`config.mk`:
```
export PLATFORM = sky130hd
export DESIGN_NAME = cdb_arbiter
export DESIGN_NICKNAME = d
export VERILOG_FILES = /design/src/rtl/cdb_arbiter.sv
export SDC_FILE = /design/constraint.sdc
export NUM_CORES = 1
export LEC_CHECK = 0
export BUFFER_PORTS_ARGS = -buffer_cell sky130_fd_sc_hd__buf_4
export CAP_MARGIN = 25
export CORE_UTILIZATION = 25
export CTS_CLUSTER_DIAMETER = 200
export DETAILED_ROUTE_END_ITERATION = 16
export SYNTH_ARGS = -nofsm -noshare
export SYNTH_HDL_FRONTEND = slang
export SYNTH_SLANG_ARGS = --single-unit
```
`constraint.sdc`:
```
create_clock -name clk -period 3 [get_ports clk]
set_input_delay 0.3 -clock clk [delete_from_list [all_inputs] [get_ports clk]]
set_output_delay 0.3 -clock clk [all_outputs]
set_load 0.05 [all_outputs]
```
`src/rtl/cdb_arbiter.sv`:
```
// Round-robin arbiter sharing one registered common data bus among NUM_FU functional units.
// Define CDB_ARB_PERF_EN to add saturating grant/conflict/hold performance counters.
module cdb_arbiter #(
    parameter int NUM_FU = 4,
    parameter int ID_W   = 4,
    parameter int VAL_W  = 8,
    localparam int PTR_W = $clog2(NUM_FU)
) (
    input  logic                    clk,
    input  logic                    rst,
    input  logic [NUM_FU-1:0]       fu_req,
    input  logic [NUM_FU*ID_W-1:0]  fu_id,
    input  logic [NUM_FU*VAL_W-1:0] fu_val,
    input  logic                    cdb_hold,
    input  logic                    flush,
    output logic [NUM_FU-1:0]       fu_grant,
    output logic                    cdb_valid,
    output logic [ID_W-1:0]         cdb_id,
    output logic [VAL_W-1:0]        cdb_val,
    output logic [PTR_W-1:0]        rr_ptr
`ifdef CDB_ARB_PERF_EN
    ,
    output logic [15:0]             perf_grants,
    output logic [15:0]             perf_conflict,
    output logic [15:0]             perf_hold
`endif
);

    // Handshake: fu_req[i] is a valid that stays high with fu_id/fu_val stable until
    // fu_grant[i] (the ready) is seen high; the transfer happens on that clock edge.
    logic [NUM_FU-1:0] grant;
    logic [PTR_W-1:0]  grant_idx;
    logic [PTR_W-1:0]  next_ptr;
    logic              granted;
    logic [PTR_W:0]    sum;
    logic [PTR_W-1:0]  cand;
    logic [ID_W-1:0]   sel_id;
    logic [VAL_W-1:0]  sel_val;

    // Scan requesters starting at rr_ptr; the first one found wins.
    always_comb begin
        grant     = '0;
        grant_idx = '0;
        granted   = 1'b0;
        sum       = '0;
        cand      = '0;
        if (rst && !flush && !cdb_hold) begin
            for (int k = 0; k < NUM_FU; k++) begin
                sum = {1'b0, rr_ptr} + (PTR_W+1)'(k);
                if (sum >= (PTR_W+1)'(NUM_FU)) begin
                    sum = sum - (PTR_W+1)'(NUM_FU);
                end
                cand = sum[PTR_W-1:0];
                if (!granted && fu_req[cand]) begin
                    granted         = 1'b1;
                    grant[cand]     = 1'b1;
                    grant_idx       = cand;
                end
            end
        end
    end

    always_comb begin
        next_ptr = (grant_idx == PTR_W'(NUM_FU - 1)) ? '0 : grant_idx + 1'b1;
        sel_id   = fu_id[grant_idx*ID_W +: ID_W];
        sel_val  = fu_val[grant_idx*VAL_W +: VAL_W];
    end

    assign fu_grant = grant;

    always_ff @(posedge clk) begin
        if (!rst) begin
            cdb_valid <= 1'b0;
            cdb_id    <= '0;
            cdb_val   <= '0;
            rr_ptr    <= '0;
        end else begin
            cdb_valid <= granted;
            if (granted) begin
                cdb_id  <= sel_id;
                cdb_val <= sel_val;
                rr_ptr  <= next_ptr;
            end
        end
    end

`ifdef CDB_ARB_PERF_EN
    always_ff @(posedge clk) begin
        if (!rst) begin
            perf_grants   <= '0;
            perf_conflict <= '0;
            perf_hold     <= '0;
        end else begin
            if (granted && perf_grants != 16'hFFFF) begin
                perf_grants <= perf_grants + 16'd1;
            end
            if (granted && ($countones(fu_req) > 1) && perf_conflict != 16'hFFFF) begin
                perf_conflict <= perf_conflict + 16'd1;
            end
            // Counted even when flush is also active.
            if (cdb_hold && (|fu_req) && perf_hold != 16'hFFFF) begin
                perf_hold <= perf_hold + 16'd1;
            end
        end
    end
`endif

endmodule

```
==> impl_metrics.env <==
export IMPL_status="finished clean"
export IMPL_powerDensity_nw_per_um2=367.7
export IMPL_synth_edf_count=0
export IMPL_critPathMaxFanout=10
export IMPL_worstSetupStartpointType="flip-flop"
export IMPL_cts_buffers=3
export IMPL_fin_cells=294
export IMPL_cts_buffer_depth=2
export IMPL_antenna_found_initial=0
export IMPL_dp_hpwl_um=3215
export IMPL_grt_pass1_wl_um=6665
export IMPL_syn_to_final_growth_pct=47.37
export IMPL_drtIter0Drc=73
export IMPL_p_leak_nw=0.8944
export IMPL_yosysSeqAreaShare_pct=21.02
export IMPL_yosys_most_used_dff="dfxtp_1"
export IMPL_final_area_um2=2106
export IMPL_core_rowCount=27
export IMPL_crit_family="simple AND/OR/NAND/NOR gates"
export IMPL_skew_ns=0.001715
export IMPL_nets=287
export IMPL_die_x_um=77.60
export IMPL_grt_ovfl_total=0
export IMPL_synthDistinctLibCells=40
export IMPL_cts_sinks=15
export IMPL_diodes=0
export IMPL_slowest_stage="dfxtp_2"
export IMPL_core_um2=5507
export IMPL_cts_root_buf="clkbuf_8"
export IMPL_ys_seq_elements=15
export IMPL_grt_pass1_vias=1436
export IMPL_critPathKind="reg2out"
export IMPL_num_vias=1454
export IMPL_grt_start_max_net_pins=16
export IMPL_cts_tree="yes"
export IMPL_critPathBufInv=2
export IMPL_path_clk_slew_ns=0.06
export IMPL_drc_errors=0
export IMPL_die_area_um2=6022
export IMPL_synth_area_per_cell_um2=9.655
export IMPL_postCtsSetupBuffers=0
export IMPL_cp_required_ns=2.70
export IMPL_avgRoutedWirePerCell_um=13.74
export IMPL_worstSetupEndpointType="output pin"
export IMPL_drive_gt1_share_pct=49.10
export IMPL_timing_fmax_mhz=357.5
export IMPL_dieHeight_um=77.60
export IMPL_setup_viol=0
export IMPL_dpl_cell_area_um2=2058
export IMPL_maxSlewHeadroom_pct=66.06
export IMPL_cts_hold_buffers=0
export IMPL_fin_crit_sh_pct=93.23
export IMPL_start_util_pct=25.95
export IMPL_synth_async_reset_ratio_pct=0
export IMPL_hold_viol_final=0
export IMPL_track_usage_pct=13.51
export IMPL_drtAntennaViolNets=0
export IMPL_synth_area_um2=1429
export IMPL_hp_class="in2reg"
export IMPL_ctsResizeCount=0
export IMPL_finalCriticalPeriod_ns=2.797
export IMPL_worstPathArrival_ns=2.50
export IMPL_synth_fp_nets=212
export IMPL_rsz0062_at_grt="no"
export IMPL_dr_pass1_iters=4
export IMPL_crit_chain="inv_1 -> ha_1 -> mux4_2 -> nor3_2 -> and2_1 -> a221oi_1 -> nor2_2 -> buf_4"
export IMPL_wl_um=4040
export IMPL_cap_viol_max_count=0
export IMPL_gp_congestion=0.7411
export IMPL_yosysWarnings=0
export IMPL_synthCells=148
export IMPL_insertion_delay_ns=0.24
export IMPL_cp_slowest_stage_delay_ns=0.45
export IMPL_htreeDepth=1
export IMPL_io_buffer_count=74
export IMPL_vdd_drop_max_v=0.0001995
export IMPL_max_slew_worst_pin_slew_ns=0.5091
export IMPL_viasPerCell=4.946
export IMPL_drv_slew=0
export IMPL_place_inst=290
export IMPL_io_pins=75
export IMPL_fin_tns_setup_ns=0
-- cell usage in the layout (no fill, tap or decap), types with 4 or more instances in the layout --
master	instances
buf_4	80
o221ai_1	7
a22oi_1	4
nor2_2	5
a221oi_1	4
nand2_1	7
nor2_1	6
mux4_2	4
inv_1	9
ha_1	8
a32oi_1	7
a211o_1	5
o32ai_1	4
dfxtp_1	13
mux2i_1	19
o211ai_1	4
-- cell usage after synthesis (4+ instances only) --
library cell	count	area share, %
dfxtp_1	15	21
nand2_1	7	1.8
a211o_1	5	3.1
inv_1	9	2.4
mux2i_1	19	13
o211ai_1	4	2.1
a221oi_1	4	2.5
nor2_1	11	2.9
o32ai_1	4	2.5
o221ai_1	7	4.3
ha_1	8	7.0
a22oi_1	4	2.1
a32oi_1	7	4.3
mux4_2	4	6.3
-- state kept, by name, indices dropped and copies added, names as in the netlist --
register and flops:
cdb_valid 1, cdb_id 4, cdb_val 8, rr_ptr 2
-- tightest hold or removal path: cells and delay by family --
family / cells / cell delay, ns
AOI/OAI and AO/OA: 1 / 0.07
buffers and inverters: 1 / 0.08
and+or+nand+nor: 1 / 0.05
-- per-stage QoR --
step	total power, mW	utilization [%]	setup WS (ns)	hold slack, ns
after global routing	0.8168	38.24	0.003393	0.3132
final	0.7743	38.24	0.2031	0.3058
after global placement	0.6140	37.38	0.3364	0.4494
after floorplan	0.4948	-	0.03015	0.4456
after detailed placement	0.6177	37.38	0.2585	0.4528
after CTS	0.7827	38.20	0.1843	0.3012
-- path summary, 6_finish.rpt --
check / startpoint / to / slack [ns] / cells past startpoint
hold / removal: fu_val[22] / cdb_val[6] / 0.31 / 3
hold reg to reg: cdb_id[1] / cdb_id[1] / 0.47 / 2
setup reg to reg: rr_ptr[0] / cdb_val[4] / 0.30 / 8
setup / recovery: rr_ptr[0] / fu_grant[1] / 0.20 / 8
-- area by class of cell --
cell class              count  area (µm²)
inverters                   9       33.78
repair buffers             80       600.6
multi-input cells         114        1033
clock buffers               4       45.04
fillers                   558        3401
flip-flops and latches     15       302.8
well taps                  72       90.09
-- routing by layer --
layer  wire, µm  vias up  global-route usage, %  share of wire, %
met3        235        2                  2.000               5.8
li1           -      730                      -                 -
met4         13        0                  2.830              0.32
met5          0        -                      0                 0
met2       2007       49                  25.49                50
met1       1784      673                  15.93                44
-- kinds of logic (layout without fill, tap and decap cells) --
group / Yosys count / in the layout / share of synthesized area, %
compound gates: 49 / 49 / 30.21
simple gates: 29 / 29 / 11.03
mux: 26 / 26 / 21.98
buf+inv: 19 / 93 / 7.530
flops: 15 / 15 / 21.02
fa+ha+maj: 8 / 8 / 7.006
xor+xnor: 2 / 2 / 1.226
-- power breakdown --
part	internal [mW]	switching [mW]
Clock	0.0938	0.0680
Combinational	0.163	0.218
Sequential	0.219	0.0125
(Power assumes the default switching activity.)
